**src/rtl/sampler_pkg.sv**
```systemverilog
// Shared constants for the periodic sampler: capture mode encodings.
package sampler_pkg;

    localparam logic MODE_PERIODIC = 1'b0;
    localparam logic MODE_CHANGE   = 1'b1;

endpackage

```
**src/rtl/tick_div.sv**
```systemverilog
// Free-running clock-enable divider; emits a one-cycle tick every DIV cycles.
module tick_div #(
    parameter int DIV = 16
) (
    input  logic ext_clk_25m,
    input  logic ext_rst_n,
    output logic tick
);

    localparam int W = (DIV > 2) ? $clog2(DIV) : 1;
    localparam logic [W-1:0] PRE_LAST = W'(DIV - 2);

    logic [W-1:0] div_cnt;

    // DIV is a power of two, so the counter wraps naturally; tick is
    // registered one count early so it is high while div_cnt == DIV-1.
    always_ff @(posedge ext_clk_25m or negedge ext_rst_n) begin
        if (!ext_rst_n) begin
            div_cnt <= '0;
            tick    <= 1'b0;
        end else begin
            div_cnt <= div_cnt + 1'b1;
            tick    <= (div_cnt == PRE_LAST);
        end
    end

endmodule

```
**src/rtl/periodic_sampler.sv**
```systemverilog
// Periodic / change-only bus sampler feeding the LEDs and a valid/ready UART
// path, with capture interrupt pulse, overrun flag and a clock-enable tick.
module periodic_sampler
    import sampler_pkg::*;
#(
    parameter int                DATA_W     = 8,
    parameter int                PERIOD_W   = 11,
    parameter int                PERIOD_RST = 2,
    parameter int                TICK_DIV   = 16,
    parameter int                PULSE_LEN  = 6,
    parameter logic [DATA_W-1:0] RESET_VAL  = 'h01,
    parameter int                INVERT_OUT = 1
) (
    input  logic                ext_clk_25m,
    input  logic                ext_rst_n,
    input  logic [DATA_W-1:0]   data_in,
    input  logic [PERIOD_W-1:0] period,
    input  logic                mode,
    input  logic                tx_ready,
    input  logic                overrun_clr,
    output logic [DATA_W-1:0]   led,
    output logic [DATA_W-1:0]   tx_data,
    output logic                tx_valid,
    output logic                rx_int,
    output logic                overrun,
    output logic                tick
);

    localparam int PW = $clog2(PULSE_LEN + 1);

    logic [PERIOD_W-1:0] cnt;
    logic [PERIOD_W-1:0] per_sh;
    logic [DATA_W-1:0]   held;
    logic [PW-1:0]       pulse_cnt;
    logic                ev;
    logic                cap;
    logic                accept;
    logic                drop;

    assign ev     = (cnt == per_sh);
    assign cap    = ev && ((mode == MODE_PERIODIC) || (data_in != held));
    // A capture may land on the same cycle the pending word is taken.
    assign accept = cap && (!tx_valid || tx_ready);
    assign drop   = cap && tx_valid && !tx_ready;

    always_ff @(posedge ext_clk_25m or negedge ext_rst_n) begin
        if (!ext_rst_n) begin
            cnt       <= '0;
            per_sh    <= PERIOD_W'(PERIOD_RST);
            held      <= RESET_VAL;
            tx_valid  <= 1'b0;
            pulse_cnt <= '0;
            overrun   <= 1'b0;
        end else begin
            if (ev) begin
                cnt    <= '0;
                per_sh <= period;
            end else begin
                cnt <= cnt + 1'b1;
            end

            if (accept) begin
                held      <= data_in;
                tx_valid  <= 1'b1;
                pulse_cnt <= PW'(PULSE_LEN);
            end else begin
                if (tx_valid && tx_ready)
                    tx_valid <= 1'b0;
                if (pulse_cnt != '0)
                    pulse_cnt <= pulse_cnt - 1'b1;
            end

            if (drop)
                overrun <= 1'b1;
            else if (overrun_clr)
                overrun <= 1'b0;
        end
    end

    assign led     = (INVERT_OUT != 0) ? ~held : held;
    assign tx_data = held;
    assign rx_int  = (pulse_cnt != '0);

    tick_div #(.DIV(TICK_DIV)) u_tick_div (
        .ext_clk_25m (ext_clk_25m),
        .ext_rst_n   (ext_rst_n),
        .tick        (tick)
    );

endmodule

```
**config.mk**
```make
export PLATFORM = sky130hd
export DESIGN_NAME = periodic_sampler
export DESIGN_NICKNAME = d
export VERILOG_FILES = /design/src/rtl/sampler_pkg.sv /design/src/rtl/tick_div.sv /design/src/rtl/periodic_sampler.sv
export SDC_FILE = /design/constraint.sdc
export NUM_CORES = 1
export LEC_CHECK = 0
export BUFFER_PORTS_ARGS = -buffer_cell sky130_fd_sc_hd__buf_2
export CELL_PAD_IN_SITES_DETAIL_PLACEMENT = 1
export CELL_PAD_IN_SITES_GLOBAL_PLACEMENT = 2
export CORE_ASPECT_RATIO = 1.2
export CORE_UTILIZATION = 37
export CTS_CLUSTER_SIZE = 28
export DETAILED_ROUTE_END_ITERATION = 12
export GPL_TIMING_DRIVEN = 0
export PLACE_DENSITY = 0.93
export SLEW_MARGIN = 20
export SYNTH_ARGS = -nofsm -noshare
export SYNTH_HDL_FRONTEND = slang
export SYNTH_SLANG_ARGS = --single-unit
```
**constraint.sdc**
```tcl
create_clock -name ext_clk_25m -period 5.17 [get_ports ext_clk_25m]
set_input_delay 0 -clock ext_clk_25m [delete_from_list [all_inputs] [get_ports ext_clk_25m]]
set_output_delay 0 -clock ext_clk_25m [all_outputs]
set_load 0.03 [all_outputs]
```
==> results.ini, run 1 <==
[layout]
layout_commonest_cell=buf_2
nNetsFinal=258
area_delta_synth_final_pct=31.45
seq_area_sq_um=1003
fin_area_sq_um=2479
num_antenna_cells=0
multi_input_area_sq_um=820.8
final_util_pct=50.54
drive_above_1_share_pct=29.57
nFillCells=551
layoutNonFillerInstCount=290
final_cell_mix=buf_2 (44), dfrtp_1 (38), xnor2_1 (26)

[timing]
tightest_slew_ps=892.4
setup_viol=0
rsz0062_at_grt=false
fin_setup_tns_ps=0
hold_viol=0
clock.fmax_ghz=0.5157
final.period_utilization_pct=37.51
maxSlewViolCount=0
maxSlewHeadroom_pct=40.51
setup_slack_ps=3231
finalClockSkew_ps=8.644
finalCriticalPeriod_ps=1939

[route]
drc=0
postRouteAntennaNets=0
wl_um=4216
via_count=1356
wire_per_inst_um=14.54
viasPerCell=4.676
drtPass1Iterations=3
drt_iter0_drc=53

[critical_path]
crit_family=simple AND/OR/NAND/NOR gates
crit_fanout=8
crit_path_end_kind=flop
cp_slowest_cell=or3_4
crit_buf_inv=0
worstSetupStartpoint=per_sh[10]
path_cells=xnor2_1 -> nand4_1 -> or3_4 -> nor2_8 -> mux2_1
crit-reg2reg-launch=per_sh[10]
critPathKind=flop to flop
critPathArrivalTime_ps=2120
crit_required_ps=5350
start_kind=flop
cp_slowest_stage_delay_ps=460

[cts]
root_buffer=clkbuf_8
cts_resized=0
clock_sinks=40
cts_tree=yes
cts_setup_buffers=0
cts-htree-levels=2
cts_buffer_depth=2
worst_skew_pair.late_latency_ps=300
cts_buffers=5
cts.clk_slew.worst_paths_ps=80

[floorplan]
core_sq_um=4905
dieArea_sq_um=5387
dieHeight_um=80.20
row_count=28
start_util_pct=38.44
io_pins=44
die_w_um=67.17

[placed_design]
place.gp.congestion=0.7631
post-dp-hpwl_um=2835
placed_cell_area_sq_um=2176
portBuffers=43
dp.cells=261
place_ws_ps=3225

[yosys]
synthCells=158
ys_ff_latch=40
netlist_area_sq_um=1886
avgSynthCellArea_sq_um=11.93
synth_warnings=0
syn_nets=187
synth_cell_types=26
yosysSeqAreaShare_pct=53.22

[run]
cap_violations=0

[power]
power_density_nw_per_um2=330.3
ir_drop_mv=0.1128
leakage_nw=1.161

[global_route]
grt_busiest_layer=met2
grt-ovfl-total=0
grt_pass1_wl_um=7024
grt_antenna_before_repair=0
met3_usage_pct=2.699
use_met2_pct=31.40
grt_use_total_pct=17.74
grt_pass1_vias=1448
met1_usage_pct=20.29
grt_max_degree=41

[status]
status=finished clean

[hold_path]
hold_start=tx_ready
hold_path_class=primary input to flop

-- cell type report --
type                       instances  area share [%]
clock inverter                     2          0.4038
inverter                          13           1.969
buffer                             2          0.5048
timing repair buffer              64           17.16
multi-input combinational        103           33.11
sequential                        40           40.48
clock buffer                       6           3.332
tap                               60           3.029
-- state kept, by name, summed over array words and instances, names as in the netlist --
name / flops
tx_data: 8
u_tick_div.tick: 1
per_sh: 11
pulse_cnt: 3
cnt: 11
u_tick_div.div_cnt: 4
overrun: 1
tx_valid: 1
-- synthesized netlist by cell type --
master,count,area (sq um)
and2_1,1,6.260
and3_1,3,18.77
and4_1,1,8.760
buf_2,1,5.000
buf_4,1,7.510
dfrtp_1,38,950.9
dfstp_2,2,52.55
ha_1,5,62.56
inv_1,13,48.80
mux2_1,10,112.6
mux2_2,9,101.4
mux2i_1,1,10.01
nand2_1,6,22.52
nand2b_1,3,18.77
nand3_1,6,30.03
nand4_1,4,25.02
nor2_1,13,48.80
nor2_8,1,20.02
nor2b_1,1,6.260
nor3_1,1,5.000
nor3_2,2,20.02
o21ai_0,3,15.01
o22ai_1,1,6.260
or3_4,1,11.26
xnor2_1,26,227.7
xor2_1,5,43.79
-- report_power, final --
part	leakage (nW)	total [mW]	internal (mW)	switching, mW
Sequential	0.491	0.406	0.358	0.0480
Clock	0.0510	0.219	0.107	0.112
Combinational	0.619	0.193	0.0954	0.0980
Total	1.16	0.819	0.560	0.258
-- timing repair --
item,in CTS,in global routing
setup endpoints to repair,0,0
hold buffers,21,0
hold endpoints to repair,58,0
-- cell families after synthesis --
family                     after synthesis  share of synthesized area, %
AOI/OAI and AO/OA                        4                         1.128
DFF                                     40                         53.22
and+or+nand+nor                         43                         12.81
adders and majority gates                5                         3.318
buffers and inverters                   15                         3.252
muxes                                   20                         11.88
xor gates and xnor gates                31                         14.40
-- metrics by stage --
step                      hold slack [ps]  power [mW]
final                               7.436      0.8186
after global routing                37.42      0.8710
after CTS                           7.994      0.8252
after detailed placement            175.4      0.5945
after global placement              173.0      0.5859
after floorplan                    -295.6      0.5373
-- final timing paths --
kind,end,slack [ps],depth (start not counted)
min,tx_valid,7,3
max reg2reg,tx_data[1],3230,5
min in group asynchronous,per_sh[9],360,2
max in group asynchronous,cnt[4],4250,2
min reg2reg,u_tick_div.div_cnt[0],480,1
max,tx_data[1],3230,5
-- worst reg2reg max path, stage by stage, from the launching register on --
cell and delay (ps):
dfrtp_1 390, xnor2_1 220, nand4_1 190, or3_4 460, nor2_8 200, mux2_1 350
-- routing by layer --
layer / routed length [um] / vias up
li1: - / 655
met1: 1745 / 665
met3: 86 / 10
met4: 112 / 0
met2: 2272 / 26
met5: 0 / -
No activity file was read; power rests on OpenSTA's default activity.
==> run 2, diff against run 1 <==
--- a/config.mk
+++ b/config.mk
@@ -9,11 +9,11 @@
 export CELL_PAD_IN_SITES_DETAIL_PLACEMENT = 1
 export CELL_PAD_IN_SITES_GLOBAL_PLACEMENT = 2
 export CORE_ASPECT_RATIO = 1.2
-export CORE_UTILIZATION = 37
+export CORE_UTILIZATION = 31
 export CTS_CLUSTER_SIZE = 28
 export DETAILED_ROUTE_END_ITERATION = 12
 export GPL_TIMING_DRIVEN = 0
-export PLACE_DENSITY = 0.93
+export PLACE_DENSITY = 0.84
 export SLEW_MARGIN = 20
 export SYNTH_ARGS = -nofsm -noshare
 export SYNTH_HDL_FRONTEND = slang
==> constraint.sdc (replaced) <==
create_clock -name ext_clk_25m -period 1.7 [get_ports ext_clk_25m]
set_input_delay 0 -clock ext_clk_25m [delete_from_list [all_inputs] [get_ports ext_clk_25m]]
set_output_delay 0 -clock ext_clk_25m [all_outputs]
set_load 0.03 [all_outputs]
==> results.ini, run 2 (synthesis results as in run 1) <==
[cts]
worst_skew_pair.late_latency_ps=290  ; about the same
cts-htree-levels=2  ; unchanged
cts.clk_slew.worst_paths_ps=80  ; about the same
clock_sinks=40  ; unchanged
cts_buffers=5  ; unchanged
root_buffer=clkbuf_8
cts_tree=yes
cts_buffer_depth=2  ; unchanged

[run]
cap_violations=0  ; unchanged

[critical_path]
crit_path_end_kind=flop
critPathKind=flop to flop
crit_required_ps=1880  ; -3470 ps
critPathArrivalTime_ps=2060  ; -60 ps
start_kind=flop
crit_fanout=5  ; -3

[floorplan]
io_pins=44  ; unchanged
row_count=30  ; +7.1%
start_util_pct=32.83  ; -5.6 points
core_sq_um=5743  ; +17%
die_w_um=73.20  ; +9.0%
dieHeight_um=87.44  ; +9.0%
dieArea_sq_um=6400  ; +19%

[layout]
num_antenna_cells=0  ; unchanged
nNetsFinal=271  ; +5.0%
nFillCells=633  ; +15%
layoutNonFillerInstCount=322  ; +11%
drive_above_1_share_pct=41.74  ; +12 points
fin_area_sq_um=2788  ; +12%
layout_commonest_cell=buf_2
area_delta_synth_final_pct=47.84
final_cell_mix=buf_2 (43), dfrtp_1 (37), xnor2_1 (22)

[timing]
hold_viol=0  ; unchanged
finalClockSkew_ps=4.706  ; -3.938 ps
rsz0062_at_grt=true
final.period_utilization_pct=110.3  ; +73 points
maxSlewHeadroom_pct=38.97  ; -1.5 points
setup_viol=29  ; +29
setup_slack_ps=-174.5  ; -3405 ps
tightest_slew_ps=915.5  ; +23.08 ps
maxSlewViolCount=0  ; unchanged
clock.fmax_ghz=0.5335  ; +3.4%
hold_slack_ps=19.81  ; +12.38 ps
finalCriticalPeriod_ps=1875  ; -64.52 ps

[route]
drt_iter0_drc=45  ; -15%
drtPass1Iterations=3  ; unchanged
postRouteAntennaNets=0  ; unchanged
wl_met1_um=1865  ; +6.9%
viasPerCell=4.398  ; -6.0%
wire_per_inst_um=13.80  ; -5.1%
via_count=1416  ; +4.4%
route.met3.wl_um=117  ; +36%
wl_met2_um=2368  ; +4.2%
highest_layer=met4
drc=0  ; unchanged
wl_um=4442  ; +5.4%

[power]
power_mw=2.669  ; +230%
power_frac_seq_pct=46.2  ; -3.4 points
power_density_nw_per_um2=957.3  ; +190%
leakage_nw=1.330  ; +15%
p_comb_share_pct=27.8  ; +4.2 points
power.share.clock_pct=26.0  ; -0.7 points
internal-power_mw=1.839  ; +230%
ir_drop_mv=0.4376  ; +290%
switchingPower_uw=830.0  ; +220%
switching_share_pct=31.10  ; -0.45 points

[hold_path]
hold_path_class=primary input to flop

[placed_design]
dp.cells=281  ; +7.7%
post-dp-hpwl_um=2673  ; -5.7%
place_ws_ps=-277.6  ; -3502 ps
place.gp.congestion=0.7510  ; -1.6%
placed_cell_area_sq_um=2207  ; +1.4%
portBuffers=43  ; unchanged

[global_route]
grt_use_total_pct=14.63  ; -3.1 points
grt_antenna_before_repair=0  ; unchanged
grt_max_degree=41  ; unchanged
grt_pass1_vias=1480  ; +2.2%
grt-ovfl-total=0  ; unchanged
grt_pass1_wl_um=6996  ; -0.40%

[status]
status=complete, but fails checks
violations=negative setup slack

==> run 2: cell types whose count changed in the layout (fill, tap and decap cells not counted), sizes merged <==
cell,change
buf,+12
clkbuf,+2
clkinv,-2
==> run 2: what timing repair did <==
| item | 4_1_cts | 5_1_grt |
|---|---|---|
| cloned | 1 | 1 |
| buffers inserted | 9 | 2 |
| setup endpoints to repair | 28 | 33 |
| gates resized for setup | 15 | 25 |
| pin swaps | 6 | 4 |
| hold endpoints to repair | 58 | 0 |
| hold buffers | 21 | 0 |
==> run 2: final timing paths <==
kind                                       start               endpoint  slack (ps)  depth (start not counted)
setup / recovery                          cnt[4]              per_sh[6]        -170                          6
hold / removal                          tx_ready               tx_valid          20                          3
setup reg to reg                          cnt[4]              per_sh[6]        -170                          6
hold reg to reg            u_tick_div.div_cnt[3]  u_tick_div.div_cnt[3]         480                          1
max in group asynchronous              ext_rst_n                 cnt[1]         700                          2
min in group asynchronous              ext_rst_n                overrun         380                          2
==> run 2: area by class of cell <==
class | count | area (sq um) | share of cell area (%)
flip-flops and latches | 40 | 1005 | 36.04
multi-input cells | 103 | 955.9 | 34.29
repair buffers | 77 | 555.5 | 19.93
well taps | 80 | 100.1 | 3.591
clock buffers | 7 | 96.34 | 3.456
inverters | 13 | 48.80 | 1.750
plain buffers | 2 | 26.28 | 0.9426
==> run 2: through the flow <==
step,utilization (%),setup TNS (ps)
2_1_floorplan,-,-314.7
3_3_place_gp,38.43,-5477
3_5_place_dp,38.43,-6382
4_1_cts,46.14,-2194
5_1_grt,48.54,-5897
6_report,48.54,-3513
==> run 2: worst max-delay path: stages, from the launching register on <==
cell and delay [ps]:
dfrtp_1 430, xnor2_1 200, nand4_1 160, buf_4 170, nor3_4 290, buf_6 180, mux2_2 330
==> run 2: metal layers <==
metal,GRT usage (%),up-vias
met5,0,-
met4,6.952,0
met3,2.778,5
met2,25.51,24
met1,17.09,704
li1,-,683
==> run 2: power by group through the flow <==
stage	logic [mW]	clock network [mW]	registers [mW]
floorplan	0.395	0	1.24
global placement	0.538	0	1.25
detailed placement	0.555	0	1.26
CTS	0.692	0.712	1.24
global route	0.832	0.747	1.26
finish	0.741	0.694	1.23
==> run 3, diff against run 2 <==
--- a/config.mk
+++ b/config.mk
@@ -9,11 +9,11 @@
 export CELL_PAD_IN_SITES_DETAIL_PLACEMENT = 1
 export CELL_PAD_IN_SITES_GLOBAL_PLACEMENT = 2
 export CORE_ASPECT_RATIO = 1.2
-export CORE_UTILIZATION = 31
+export CORE_UTILIZATION = 34
 export CTS_CLUSTER_SIZE = 28
 export DETAILED_ROUTE_END_ITERATION = 12
 export GPL_TIMING_DRIVEN = 0
-export PLACE_DENSITY = 0.84
+export PLACE_DENSITY = 0.87
 export SLEW_MARGIN = 20
 export SYNTH_ARGS = -nofsm -noshare
 export SYNTH_HDL_FRONTEND = slang
==> constraint.sdc (replaced) <==
create_clock -name ext_clk_25m -period 1.9 [get_ports ext_clk_25m]
set_input_delay 0 -clock ext_clk_25m [delete_from_list [all_inputs] [get_ports ext_clk_25m]]
set_output_delay 0 -clock ext_clk_25m [all_outputs]
set_load 0.03 [all_outputs]
==> results.ini, run 3 (synthesis results as in run 1) <==
[power]
power_frac_seq_pct=47.5  ; +1.3 points
ir_drop_mv=0.3127  ; -29%
p_comb_share_pct=27.2  ; -0.6 points
power_density_nw_per_um2=906.9  ; -5.3%
power.share.clock_pct=25.3  ; -0.7 points
leakage_nw=1.212  ; -8.9%
power_mw=2.318  ; -13%
switching_share_pct=31.49  ; +0.39 points
internal-power_mw=1.588  ; -14%
switchingPower_uw=730.0  ; -12%

[hold_path]
hold_path_class=primary input to flop

[critical_path]
cp_slowest_cell=or3_4
critPathKind=flop to flop
crit_buf_inv=0  ; -2
cp_slowest_stage_delay_ps=440  ; about the same
path_cells=xnor2_2 -> nand4_1 -> or3_4 -> nor2_8 -> mux2_1
crit_fanout=8  ; +3
crit_path_end_kind=flop
crit_required_ps=2070  ; +190 ps
start_kind=flop
critPathArrivalTime_ps=2070  ; about the same
crit_family=simple AND/OR/NAND/NOR gates

[floorplan]
dieArea_sq_um=5849  ; -8.6%
io_pins=44  ; unchanged
die_w_um=69.98  ; -4.4%
row_count=29  ; -3.3%
dieHeight_um=83.58  ; -4.4%
core_sq_um=5298  ; -7.8%
start_util_pct=35.59  ; +2.8 points

[layout]
final_cell_mix=buf_2 (43), dfrtp_1 (37), xnor2_1 (22)
fin_area_sq_um=2556  ; -8.3%
nNetsFinal=262  ; -3.3%
drive_above_1_share_pct=32.48  ; -9.3 points
nFillCells=594  ; -6.2%
layout_commonest_cell=buf_2
num_antenna_cells=0  ; unchanged
area_delta_synth_final_pct=35.57

[timing]
maxSlewViolCount=0  ; unchanged
setup_slack_ps=-1.869  ; +172.7 ps
maxSlewHeadroom_pct=39.30  ; +0.33 points
setup_viol=1  ; -97%
finalClockSkew_ps=4.386  ; -0.3191 ps
tightest_slew_ps=910.5  ; -4.965 ps
hold_viol=0  ; unchanged
clock.fmax_ghz=0.5258  ; -1.4%
final.period_utilization_pct=100.1  ; -10 points
finalCriticalPeriod_ps=1902  ; +27.34 ps
rsz0062_at_grt=true

[route]
drt_iter0_drc=78  ; +73%
postRouteAntennaNets=0  ; unchanged
via_count=1375  ; -2.9%
viasPerCell=4.645  ; +5.6%
wire_per_inst_um=14.33  ; +3.9%
drtPass1Iterations=3  ; unchanged
wl_um=4241  ; -4.5%
drc=0  ; unchanged

[status]
violations=negative setup slack
status=complete, but fails checks

[global_route]
grt_pass1_vias=1475  ; -0.34%
grt_antenna_before_repair=0  ; unchanged
grt-ovfl-total=0  ; unchanged
grt_pass1_wl_um=7086  ; +1.3%
grt_max_degree=41  ; unchanged
grt_use_total_pct=15.65  ; +1.0 points

[cts]
cts_tree=yes
cts_buffers=5  ; unchanged
worst_skew_pair.late_latency_ps=290  ; about the same
clock_sinks=40  ; unchanged
cts_buffer_depth=2  ; unchanged
cts-htree-levels=2  ; unchanged
root_buffer=clkbuf_8
cts.clk_slew.worst_paths_ps=70  ; about the same

[placed_design]
portBuffers=43  ; unchanged
placed_cell_area_sq_um=2178  ; -1.3%
place.gp.congestion=0.7373  ; -1.8%
post-dp-hpwl_um=2843  ; +6.3%

[run]
cap_violations=0  ; unchanged

run 3: metrics by stage:
step | util, % | TNS, ps | instances | setup WS (ps) | hold slack, ps
6_report | 48.25 | -1.869 | 296 | -1.869 | 51.71
5_1_grt | 48.25 | -627.3 | 296 | -110.4 | 73.58
4_1_cts | 47.07 | -369.1 | 293 | -36.97 | 43.45
3_5_place_dp | 41.12 | -305.3 | 263 | -50.52 | 183.2
3_3_place_gp | 41.12 | -35.48 | 263 | -9.279 | 172.9
2_1_floorplan | - | 0 | 158 | 147.7 | -295.6
run 3: cell type report:
| type | instances | area, sq um | area share, % |
|---|---|---|---|
| flip-flops and latches | 40 | 1005 | 39.30 |
| multi-input cells | 103 | 860.8 | 33.68 |
| repair buffers | 68 | 455.4 | 17.82 |
| clock buffers | 8 | 90.09 | 3.524 |
| well taps | 62 | 77.57 | 3.035 |
| inverters | 13 | 48.80 | 1.909 |
| plain buffers | 2 | 18.77 | 0.7342 |
run 3: path summary, 6_finish.rpt:
path                                  startpoint  depth (start not counted)  slack [ps]               endpoint
hold / removal                          tx_ready                          3          50               tx_valid
setup / recovery                      per_sh[10]                          5          -2             tx_data[5]
max in group asynchronous              ext_rst_n                          2         900                 cnt[2]
min in group asynchronous              ext_rst_n                          2         380              per_sh[9]
hold reg to reg            u_tick_div.div_cnt[3]                          1         510  u_tick_div.div_cnt[3]
setup reg to reg                      per_sh[10]                          5          -2             tx_data[5]
run 3: timing repair:
item,in CTS,in global routing
hold buffers,21,0
setup buffers,1,3
endpoints found under the setup margin,25,25
pin swaps,3,5
gates resized for setup,1,8
hold endpoints to repair,58,0
run 3: metal layers:
metal | global-route usage [%] | share of wire (%) | up-vias
li1 | - | - | 665
met1 | 18.82 | 43 | 684
met2 | 27.19 | 53 | 22
met3 | 3.261 | 2.4 | 4
met4 | 6.000 | 1.6 | 0
met5 | 0 | 0 | -
run 3: power by group through the flow:
stage          clock network [mW]  registers [mW]  logic (mW)
6_report                    0.588            1.10       0.630
2_1_floorplan                   0            1.11       0.352
5_1_grt                     0.659            1.12       0.691
3_5_place_dp                    0            1.13       0.501
3_3_place_gp                    0            1.12       0.477
4_1_cts                     0.612            1.11       0.585
run 3: worst min-delay path, delay by kind of cell:
| kind | cells | cell delay [ps] |
|---|---|---|
| simple gates | 2 | 220 |
| buf+inv | 1 | 70 |
